--- config.mk ---
export PLATFORM = sky130hd
export DESIGN_NAME = spm_bcd_converter
export DESIGN_NICKNAME = d
export VERILOG_FILES = /design/src/rtl/spm_bcd_converter.sv
export SDC_FILE = /design/constraint.sdc
export NUM_CORES = 1
export LEC_CHECK = 0
export CAP_MARGIN = 20
export CORE_ASPECT_RATIO = 1.25
export CORE_MARGIN = 2
export CORE_UTILIZATION = 55
export CTS_CLUSTER_DIAMETER = 80
export CTS_CLUSTER_SIZE = 16
export DETAILED_ROUTE_END_ITERATION = 12
export HOLD_SLACK_MARGIN = 0.03
export PLACE_DENSITY = 0.8
export SKIP_CTS_REPAIR_TIMING = 1
export SYNTH_ARGS = -nofsm -noshare
export SYNTH_HDL_FRONTEND = slang
export SYNTH_SLANG_ARGS = --single-unit
--- constraint.sdc ---
create_clock -name clk -period 1.9 [get_ports clk]
set_input_delay 0.19 -clock clk [delete_from_list [all_inputs] [get_ports clk]]
set_output_delay 0.19 -clock clk [all_outputs]
set_load 0.05 [all_outputs]
--- src/rtl/spm_bcd_converter.sv ---
// Captures the signed product on a rising start edge and converts its magnitude to packed BCD, one bit per clock.
// Result appears WIDTH clocks after the accepting edge; start edges while busy are dropped, never queued.
module spm_bcd_converter #(
   parameter int WIDTH  = 16,
   parameter int DIGITS = 5
) (
   input  logic                  clk,
   input  logic                  R,
   input  logic                  start,
   input  logic [WIDTH-1:0]      P_in,
   output logic                  busy,
   output logic                  valid,
   output logic                  sign,
   output logic [4*DIGITS-1:0]   bcd
);

   localparam int SW = (WIDTH > 1) ? $clog2(WIDTH) : 1;

   typedef enum logic [1:0] {IDLE, SHIFT, HOLD} state_t;

   state_t                 state_q;
   logic                   start_prev_q;
   logic [SW-1:0]          step_q;
   logic [WIDTH-1:0]       mag_q;
   logic [WIDTH-1:0]       mag_d;
   logic [WIDTH-1:0]       mag_in;
   logic [4*DIGITS-1:0]    scratch_q;
   logic [4*DIGITS-1:0]    scratch_d;
   logic [4*DIGITS-1:0]    adj;
   logic                   sign_int_q;
   logic                   busy_q;
   logic                   valid_q;
   logic                   sign_q;
   logic [4*DIGITS-1:0]    bcd_q;
   logic                   accept;

   assign accept = start & ~start_prev_q & (state_q != SHIFT);

   // Unsigned magnitude: the most negative value maps onto itself, which reads correctly as unsigned.
   assign mag_in = P_in[WIDTH-1] ? (~P_in + WIDTH'(1)) : P_in;

   always_comb begin
      adj = scratch_q;
      for (int i = 0; i < DIGITS; i++) begin
         if (scratch_q[4*i +: 4] >= 4'd5) begin
            adj[4*i +: 4] = scratch_q[4*i +: 4] + 4'd3;
         end
      end
      {scratch_d, mag_d} = {adj, mag_q} << 1;
   end

   always_ff @(posedge clk) begin
      if (!R) begin
         state_q      <= IDLE;
         start_prev_q <= 1'b0;
         step_q       <= '0;
         mag_q        <= '0;
         scratch_q    <= '0;
         sign_int_q   <= 1'b0;
         busy_q       <= 1'b0;
         valid_q      <= 1'b0;
         sign_q       <= 1'b0;
         bcd_q        <= '0;
      end else begin
         start_prev_q <= start;
         if (accept) begin
            state_q    <= SHIFT;
            mag_q      <= mag_in;
            sign_int_q <= P_in[WIDTH-1];
            scratch_q  <= '0;
            step_q     <= '0;
            busy_q     <= 1'b1;
            valid_q    <= 1'b0;
         end else if (state_q == SHIFT) begin
            scratch_q <= scratch_d;
            mag_q     <= mag_d;
            step_q    <= step_q + SW'(1);
            // Published outputs only change here, so partial digits are never visible.
            if (step_q == SW'(WIDTH-1)) begin
               bcd_q   <= scratch_d;
               sign_q  <= sign_int_q;
               busy_q  <= 1'b0;
               valid_q <= 1'b1;
               state_q <= HOLD;
            end
         end
      end
   end

   assign busy  = busy_q;
   assign valid = valid_q;
   assign sign  = sign_q;
   assign bcd   = bcd_q;

endmodule

==> results.yml <==
run_status:
  outcome: "finished, final reports clean"
worst_hold_path:
  min_path_cells: 2
  holdPathEnd: "start_prev_q"
  hp-class: "in -> reg"
  hold_start: "start"
power_and_ir_drop:
  finalPower_mw: 2.86
  internal_power_mw: 2.16
  leakage_nw: 1.55
  switching_share_pct: 24.5
  clkPwrFrac_pct: 38.0
  combinationalPowerShare_pct: 12.0
  p_per_area_mw_per_mm2: 724
  vdd_drop_max_mv: 0.404
  power_switching_uw: 699
  power.share.sequential_pct: 50.1
routing:
  via_per_inst: 5.50
  remaining_drc_errors: 0
  wl_per_cell_um: 12.6
  drtAntennaViolNets: 0
  routed_wl_mm: 6.34
  drt_iter0_drc: 96
  num_vias: 2763
  dr.pass1.iters: 4
synth:
  syn_area_mm2: 0.00318
  syn_nets: 414
  synth_top_area_share_pct: 40.9
  synthArstFlopShare_pct: 0
  yosysTopAreaCell: "dfxtp_1"
  synth-main-ff-cell: "dfxtp_1"
  ys_warn_count: 0
  avgSynthCellArea_um2: 8.30
  synth_edf_count: 0
  synth-seq-area-share_pct: 40.9
  synthCells: 383
  synth_seq_cells: 65
  yosysUniqueCellTypes: 39
  synth_common_cells: "nand2_1 (80), dfxtp_1 (65), a21oi_1 (31)"
  synth_area_leaders: "dfxtp_1 (41%), nand2_1 (9.4%), a21oi_1 (4.9%), ha_1 (4.7%), a21boi_0 (4.3%)"
  post-synth-top-count-cell: "nand2_1"
finish:
  drive_gt1_share_pct: 9.36
  n_antenna_cell: 0
  final_area_mm2: 0.00395
  final_net_count: 465
  area_growth_syn_to_layout_pct: 24.1
clock_tree:
  numCtsBuffers: 9
  path_clk_slew_ns: 0.07
  clock_latency_ns: 0.34
  tritoncts: "built"
  htree_num_levels: 3
  cts_root_buf: "clkbuf_8"
  clkSinkCount: 65
  clk_path_buf_depth: 2
floorplan:
  num_rows: 30
  start_util_pct: 57.6
  ios: 42
  dieArea_mm2: 0.00641
  core_area_mm2: 0.00552
  die_h_um: 89.0
  fp.dieW_um: 72.0
setup_path:
  worstSetupPathType: "in -> reg"
  crit_arrival_ns: 2.02
  cp_data_required_time_ns: 2.12
  critPathMaxStageDelay_ns: 0.46
  critical-path-top-delay-family: "simple AND/OR/NAND/NOR gates"
  critical_path_buf_inv_count: 1
  critPathSlowestCell: "or4_4"
  end_kind: "flop"
  r2r_start: "scratch_q[5]"
  reg2regPathDepth: 7
  worst-path-stages: 6
  cp_max_fo: 4
  startpoint_type: "primary input"
  reg2reg_slack_ns: 0.29
  r2r-end: "bcd[6]"
  path_cells: "clkdlybuf4s50_1 -> or3_4 -> or4_4 -> o41ai_4 -> xor2_1 -> o21ai_1"
place:
  portBuffers: 41
  place_congestion: 0.750
  dp.final_hpwl_mm: 4.65
  placed_area_mm2: 0.00377
global_routing:
  first_global_vias: 2569
  gr-total-overflow: 0
  antenna_found_initial: 0
  grt_max_degree: 46
  track_usage_pct: 22.0
  grt_pass1_wl_mm: 11.0
sta:
  slew_headroom_pct: 63.5
  period_needed_ns: 1.80
  fin_worst_skew_ns: 0.00580
  rsz0062_at_grt: "false"
  final.setup.tns_ns: 0
  final.period_utilization_pct: 94.5
  setup_viol_count_final: 0
  maxClockFrequency_ghz: 0.557
  timing_worst_slew_pin_value_ns: 0.546
  finalMaxSlewViolations: 0
  hold_viol: 0
run:
  cap_violations: 0
routing by layer:
layer	wire [um]	track usage, %	vias to the layer above
li1	-	-	1428
met1	2820	24.4	1275
met2	3190	39.9	49
met3	181	3.61	11
met4	154	12.3	0
met5	0	0	-
worst max-delay path by stage:
| stage | slack (ns) | start | endpoint |
|---|---|---|---|
| 6_report | 0.10 | P_in[8] | mag_q[14] |
| 2_1_floorplan | 0.04 | state_q[0] | bcd[4] |
| 4_1_cts | 0.10 | P_in[8] | mag_q[14] |
| 3_3_place_gp | -0.22 | P_in[8] | mag_q[14] |
| 5_1_grt | 0.03 | P_in[4] | mag_q[15] |
| 3_5_place_dp | -0.26 | P_in[8] | mag_q[14] |
sequential cells by signal, summed over array words and instances (netlist names):
register,count
sign_int_q,1
start_prev_q,1
sign,1
bcd,20
step_q,4
valid,1
mag_q,16
scratch_q,20
state_q,1
power groups by stage:
stage,clock [mW],sequential [mW],combinational [mW]
floorplan,0,1.46,0.209
global placement,0,1.46,0.333
detailed placement,0,1.46,0.343
CTS,1.11,1.43,0.344
global route,1.16,1.43,0.382
finish,1.08,1.43,0.341
cells by family (layout without fill, tap and decap cells):
family / Yosys count / count (layout) / synth area share, %
AND/OR/NAND/NOR: 138 / 138 / 19.5
AO/OA/AOI/OAI: 107 / 107 / 22.9
flip-flops: 65 / 65 / 40.9
buffers and inverters: 33 / 88 / 3.94
XOR/XNOR: 21 / 21 / 5.79
adder cells (fa/ha/maj): 12 / 12 / 4.72
multiplexers: 7 / 7 / 2.20
layout by cell type (no fill, tap or decap), drive strengths merged, types with 4 or more instances in the layout:
cell           count
a211oi             7
a21boi            18
a21oi             31
a22o               8
buf               20
clkbuf            11
clkdlybuf4s50     41
dfxtp             65
ha                12
inv               12
mux2i              7
nand2             80
nand2b             6
nand3              8
nor2              22
nor2b              4
nor3b              8
o211a              9
o21ai             21
xnor2              9
xor2              12
per-stage QoR:
step | instances | hold WS (ns) | utilization (%) | setup WS (ns)
detailed placement | 487 | 0.450 | 68.3 | -0.262
global placement | 487 | 0.444 | 68.3 | -0.217
CTS | 502 | 0.425 | 71.5 | 0.101
finish | 502 | 0.441 | 71.5 | 0.104
global route | 502 | 0.482 | 71.5 | 0.0277
floorplan | 383 | 0.312 | - | 0.0435
layout make-up:
type | count | area, um2
clock inverter | 4 | 45.0
timing repair buffer | 61 | 586
clock buffer | 11 | 131
sequential | 65 | 1300
multi-input combinational | 285 | 1760
inverter | 12 | 45.0
fill | 439 | 1570
tap | 64 | 80.1
No activity file was read; power rests on OpenSTA's default activity.
